[src/rtl/nn_load_sequencer.sv]
// Streams input-state and neuron-parameter bytes into a neural-network block, strobes commits
// and captures its result. Optional stall watchdog enabled by defining NN_SEQ_TIMEOUT_EN.
module nn_load_sequencer #(
   parameter int N_INPUTS          = 4,
   parameter int N_NEURONS         = 4,
   parameter int PARAMS_PER_NEURON = 6,
   parameter int RESULT_WAIT       = 2,
   parameter int TIMEOUT           = 64
) (
   input  logic       clk,
   input  logic       reset_n,
   input  logic       start,
   input  logic       in_valid,
   input  logic [7:0] in_data,
   output logic       in_ready,
   output logic [7:0] nn_data,
   output logic       nn_changes,
   input  logic [7:0] nn_result,
   output logic       busy,
   output logic [7:0] result,
   output logic       result_valid,
   output logic       err
);

   localparam int W_BYTES   = N_NEURONS * PARAMS_PER_NEURON;
   localparam int MAX_BYTES = (N_INPUTS > W_BYTES) ? N_INPUTS : W_BYTES;
   localparam int CNT_W     = $clog2(MAX_BYTES + 1);
   localparam int WAIT_W    = (RESULT_WAIT > 1) ? $clog2(RESULT_WAIT) : 1;

   localparam logic [CNT_W-1:0]  LAST_X    = CNT_W'(N_INPUTS - 1);
   localparam logic [CNT_W-1:0]  LAST_W    = CNT_W'(W_BYTES - 1);
   localparam logic [WAIT_W-1:0] LAST_WAIT = WAIT_W'(RESULT_WAIT - 1);

   typedef enum logic [2:0] {
      IDLE, LOAD_X, COMMIT_X, GAP, LOAD_W, COMMIT_W, WAIT_RES, CAPTURE
   } state_t;

   state_t             state, next_state;
   logic [CNT_W-1:0]   byte_cnt;
   logic [WAIT_W-1:0]  wait_cnt;
   logic               accept;
   logic               loading;

   // in_ready is registered and high exactly in the load states, so it doubles as the handshake.
   assign accept  = in_valid && in_ready;
   assign loading = (state == LOAD_X) || (state == LOAD_W);

`ifdef NN_SEQ_TIMEOUT_EN
   localparam int STALL_W = (TIMEOUT > 1) ? $clog2(TIMEOUT) : 1;
   localparam logic [STALL_W-1:0] LAST_STALL = STALL_W'(TIMEOUT - 1);

   logic [STALL_W-1:0] stall_cnt;
   logic               timeout_hit;

   assign timeout_hit = loading && !accept && (stall_cnt == LAST_STALL);
`else
   localparam int unused_timeout = TIMEOUT;
`endif

   // NOTE: next_state gets its default before the case so every path assigns it and no latch is inferred.
   always_comb begin
      next_state = state;
      case (state)
         IDLE:     if (start) next_state = LOAD_X;
         LOAD_X:   if (accept && byte_cnt == LAST_X) next_state = COMMIT_X;
         COMMIT_X: next_state = GAP;
         GAP:      next_state = LOAD_W;
         LOAD_W:   if (accept && byte_cnt == LAST_W) next_state = COMMIT_W;
         COMMIT_W: next_state = WAIT_RES;
         WAIT_RES: if (wait_cnt == LAST_WAIT) next_state = CAPTURE;
         CAPTURE:  next_state = IDLE;
         default:  next_state = IDLE;
      endcase
`ifdef NN_SEQ_TIMEOUT_EN
      if (timeout_hit) next_state = IDLE;
`endif
   end

   // NOTE: all state and outputs update with non-blocking assignments so every register sees pre-edge values.
   always_ff @(posedge clk or negedge reset_n) begin
      if (!reset_n) begin
         state        <= IDLE;
         byte_cnt     <= '0;
         wait_cnt     <= '0;
         in_ready     <= 1'b0;
         nn_data      <= 8'h00;
         nn_changes   <= 1'b0;
         busy         <= 1'b0;
         result       <= 8'h00;
         result_valid <= 1'b0;
      end else begin
         state        <= next_state;
         in_ready     <= (next_state == LOAD_X) || (next_state == LOAD_W);
         nn_changes   <= (next_state == COMMIT_X) || (next_state == COMMIT_W);
         busy         <= (next_state != IDLE);
         result_valid <= (state == CAPTURE);

         if (accept) nn_data <= in_data;
         if (state == CAPTURE) result <= nn_result;

         if (state == IDLE || state == GAP) byte_cnt <= '0;
         else if (accept)                   byte_cnt <= byte_cnt + CNT_W'(1);

         if (state == WAIT_RES) wait_cnt <= wait_cnt + WAIT_W'(1);
         else                   wait_cnt <= '0;
      end
   end

`ifdef NN_SEQ_TIMEOUT_EN
   always_ff @(posedge clk or negedge reset_n) begin
      if (!reset_n) begin
         stall_cnt <= '0;
         err       <= 1'b0;
      end else begin
         if (timeout_hit || !loading || accept) stall_cnt <= '0;
         else                                   stall_cnt <= stall_cnt + STALL_W'(1);

         if (timeout_hit)                 err <= 1'b1;
         else if (state == IDLE && start) err <= 1'b0;
      end
   end
`else
   assign err = 1'b0;
`endif

endmodule
[config.mk]
export PLATFORM = sky130hd
export DESIGN_NAME = nn_load_sequencer
export DESIGN_NICKNAME = d
export VERILOG_FILES = /design/src/rtl/nn_load_sequencer.sv
export SDC_FILE = /design/constraint.sdc
export NUM_CORES = 1
export LEC_CHECK = 0
export BUFFER_PORTS_ARGS = -buffer_cell sky130_fd_sc_hd__buf_2
export CAP_MARGIN = 20
export CELL_PAD_IN_SITES_DETAIL_PLACEMENT = 1
export CELL_PAD_IN_SITES_GLOBAL_PLACEMENT = 1
export CORE_ASPECT_RATIO = 1.25
export CORE_MARGIN = 3
export CORE_UTILIZATION = 35
export CTS_BUF_LIST = sky130_fd_sc_hd__clkbuf_8
export CTS_CLUSTER_SIZE = 14
export DETAILED_ROUTE_END_ITERATION = 12
export PLACE_DENSITY = 0.69
export SYNTH_ARGS = -nofsm -noshare
export SYNTH_HDL_FRONTEND = slang
export SYNTH_SLANG_ARGS = --single-unit
[constraint.sdc]
create_clock -name clk -period 1.6 [get_ports clk]
set_input_delay 0.08 -clock clk [delete_from_list [all_inputs] [get_ports clk]]
set_output_delay 0.08 -clock clk [all_outputs]
set_load 0.02 [all_outputs]
==> impl_metrics.yaml <==
run_status:
  outcome: "complete, no violations"
routing:
  routed_wl_um: 2840
  post_drt_wl_per_cell_um: 15.8
  avgViaCountPerCell: 5.17
  drt_iter0_drc: 19
  route.detailed.drc: 0
  num_vias: 930
  final_antenna_net_count: 0
  drt-pass1-iter-count: 4
timing:
  setup_viol: 0
  timing.final.crit_share: 0.875
  setup_tns_ps: 0
  fin_skew_ps: 3.17
  maxSlewViolCount: 0
  final_hold_viol_count: 0
  fin_crit_ps: 1400
  worst_pin_slew_ps: 635
  relSlewSlack: 0.577
  rsz0062_at_grt: "false"
  max_freq_ghz: 0.714
critical_path:
  critPathRequiredTime_ps: 1810
  critPathMaxFanout: 12
  reg2reg_to: "byte_cnt[3]"
  rrSetupSlack_ps: 200
  critPathCaptureType: "flop"
  cp.arrival_ps: 1610
  path_class: "reg -> reg"
  r2r-start: "in_ready"
  start_kind: "flop"
  ff2ff_path_depth: 3
  startpoint: "in_ready"
grt:
  grt_pass1_vias: 1017
  track_usage: 0.152
  grt_pass1_wl_um: 4820
  grt_overflow: 0
  antenna_found_initial: 0
  grt_max_degree: 30
power:
  ir_drop_v: 0.00101
  power_density_nw_per_um2: 1990
  leakage_nw: 0.775
layout:
  antenna_cells: 0
  final_cell_mix: "39 x buf_2, 29 x dfrtp_1, 8 x mux2_4"
  drive_gt1_frac: 0.440
  layout_commonest_cell: "buf_2"
  syn_to_final_growth_pct: 22.5
  stdcell_area_um2: 1590
  final_nets: 162
  post-route-util: 0.452
logic_synthesis:
  syn_area_um2: 1290
  synth_edf_count: 0
  ys_seq_elements: 29
  syn_nets: 121
  async_flop_share: 1.00
  seq_area_frac_synth: 0.560
  syn_area_per_cell_um2: 12.9
  yosys_warnings: 0
  synth_top_flop_cell: "dfrtp_1"
  synthDistinctLibCells: 34
  synth_cells: 100
floorplanning:
  start_util: 0.369
  fp.dieW_um: 60.4
  die_h_um: 74.0
  num_io_pins: 41
  num_rows: 24
  fp.coreArea_um2: 3510
  dieArea_um2: 4470
worst_hold_path:
  min_path_type: "in -> reg"
  hp-start: "in_data[1]"
  hold_depth: 2
  hold_end: "nn_data[1]"
clocking:
  clk_latency_ps: 280
  clock-sinks: 29
  clk_pin_slew_ps: 60
  clockBufferDepth: 2
  cts-root-buf: "clkbuf_8"
  numCtsBuffers: 5
  cts.htree.levels: 2
  cts_setup_buffers: 0
  cts_tree: "done"
place:
  io_buffers: 39
  dp_hpwl_um: 2080
  place_area_um2: 1490
  gp_congestion: 0.727
flow_run:
  maxCapViolCount: 0
[Yosys cell counts, types with 2 or more instances]
library cell / number / area share
mux2_4: 8 / 0.093
nand4_1: 2 / 0.0097
a21oi_1: 7 / 0.027
nand2b_1: 2 / 0.0097
xnor2_1: 2 / 0.014
nand2_1: 4 / 0.012
buf_6: 3 / 0.026
and3_4: 2 / 0.017
nand3_1: 2 / 0.0077
mux2_1: 4 / 0.035
mux2_2: 4 / 0.035
nor2_1: 4 / 0.012
buf_2: 3 / 0.012
or3_1: 2 / 0.0097
inv_1: 3 / 0.0087
o21ai_0: 2 / 0.0077
dfrtp_1: 29 / 0.56
[worst max path at each step]
| stage | end | slack, ps | cells past startpoint |
|---|---|---|---|
| floorplan | in_ready | 300 | 5 |
| global placement | byte_cnt[3] | 220 | 3 |
| detailed placement | byte_cnt[3] | 220 | 3 |
| CTS | byte_cnt[3] | 180 | 3 |
| global route | byte_cnt[3] | 80 | 3 |
| finish | byte_cnt[3] | 200 | 3 |
[critical path, cell delays in order (launching register included)]
cell     delay, ps
dfrtp_1        430
nand2_1        320
or3_1          440
a21oi_1        140
[per-stage QoR]
step	hold WS (ps)	cells	worst slack (ps)	power (W)
after floorplan	-216	100	300	0.00220
after global placement	142	172	221	0.00251
after detailed placement	151	172	216	0.00257
after CTS	1.12	180	184	0.00320
after global routing	7.03	180	80.1	0.00339
final	5.49	180	200	0.00315
[cell type report]
cell class / count / area [µm²]
tap: 39 / 48.8
inverter: 3 / 11.3
clock buffer: 6 / 82.6
timing repair buffer: 41 / 213
sequential: 29 / 726
multi-input combinational: 61 / 502
fill: 412 / 1930
clock inverter: 1 / 3.75
[layer usage]
metal,GRT usage,share of wire
met5,0,0
met4,0.0739,0.020
met3,0.0729,0.060
met2,0.250,0.53
met1,0.160,0.39
[registers in the layout, indices dropped and copies added, names as in the netlist]
| signal | count |
|---|---|
| result_valid | 1 |
| state | 3 |
| wait_cnt | 1 |
| nn_data | 8 |
| nn_changes | 1 |
| result | 8 |
| busy | 1 |
| in_ready | 1 |
| byte_cnt | 5 |
[cell families after synthesis]
logic type | after synthesis | synth area share
simple gates | 25 | 0.122
xor+xnor | 3 | 0.0203
other cells | 1 | 0.00290
mux | 16 | 0.162
fa+ha+maj | 1 | 0.00966
flops | 29 | 0.560
compound gates | 15 | 0.0705
buf+inv | 10 | 0.0522
[power breakdown]
group | internal (W) | switching [W]
sequential | 0.00104 | 0.000256
combinational | 0.000572 | 0.000680
clock | 0.000334 | 0.000271
total | 0.00194 | 0.00121
[what timing repair did]
action                                  4_1_cts  5_1_grt
endpoints found under the setup margin        0        0
gates resized for setup                       0        0
hold buffers                                  1        0
endpoints found under the hold margin        29        0
No activity file was read; power rests on OpenSTA's default activity.
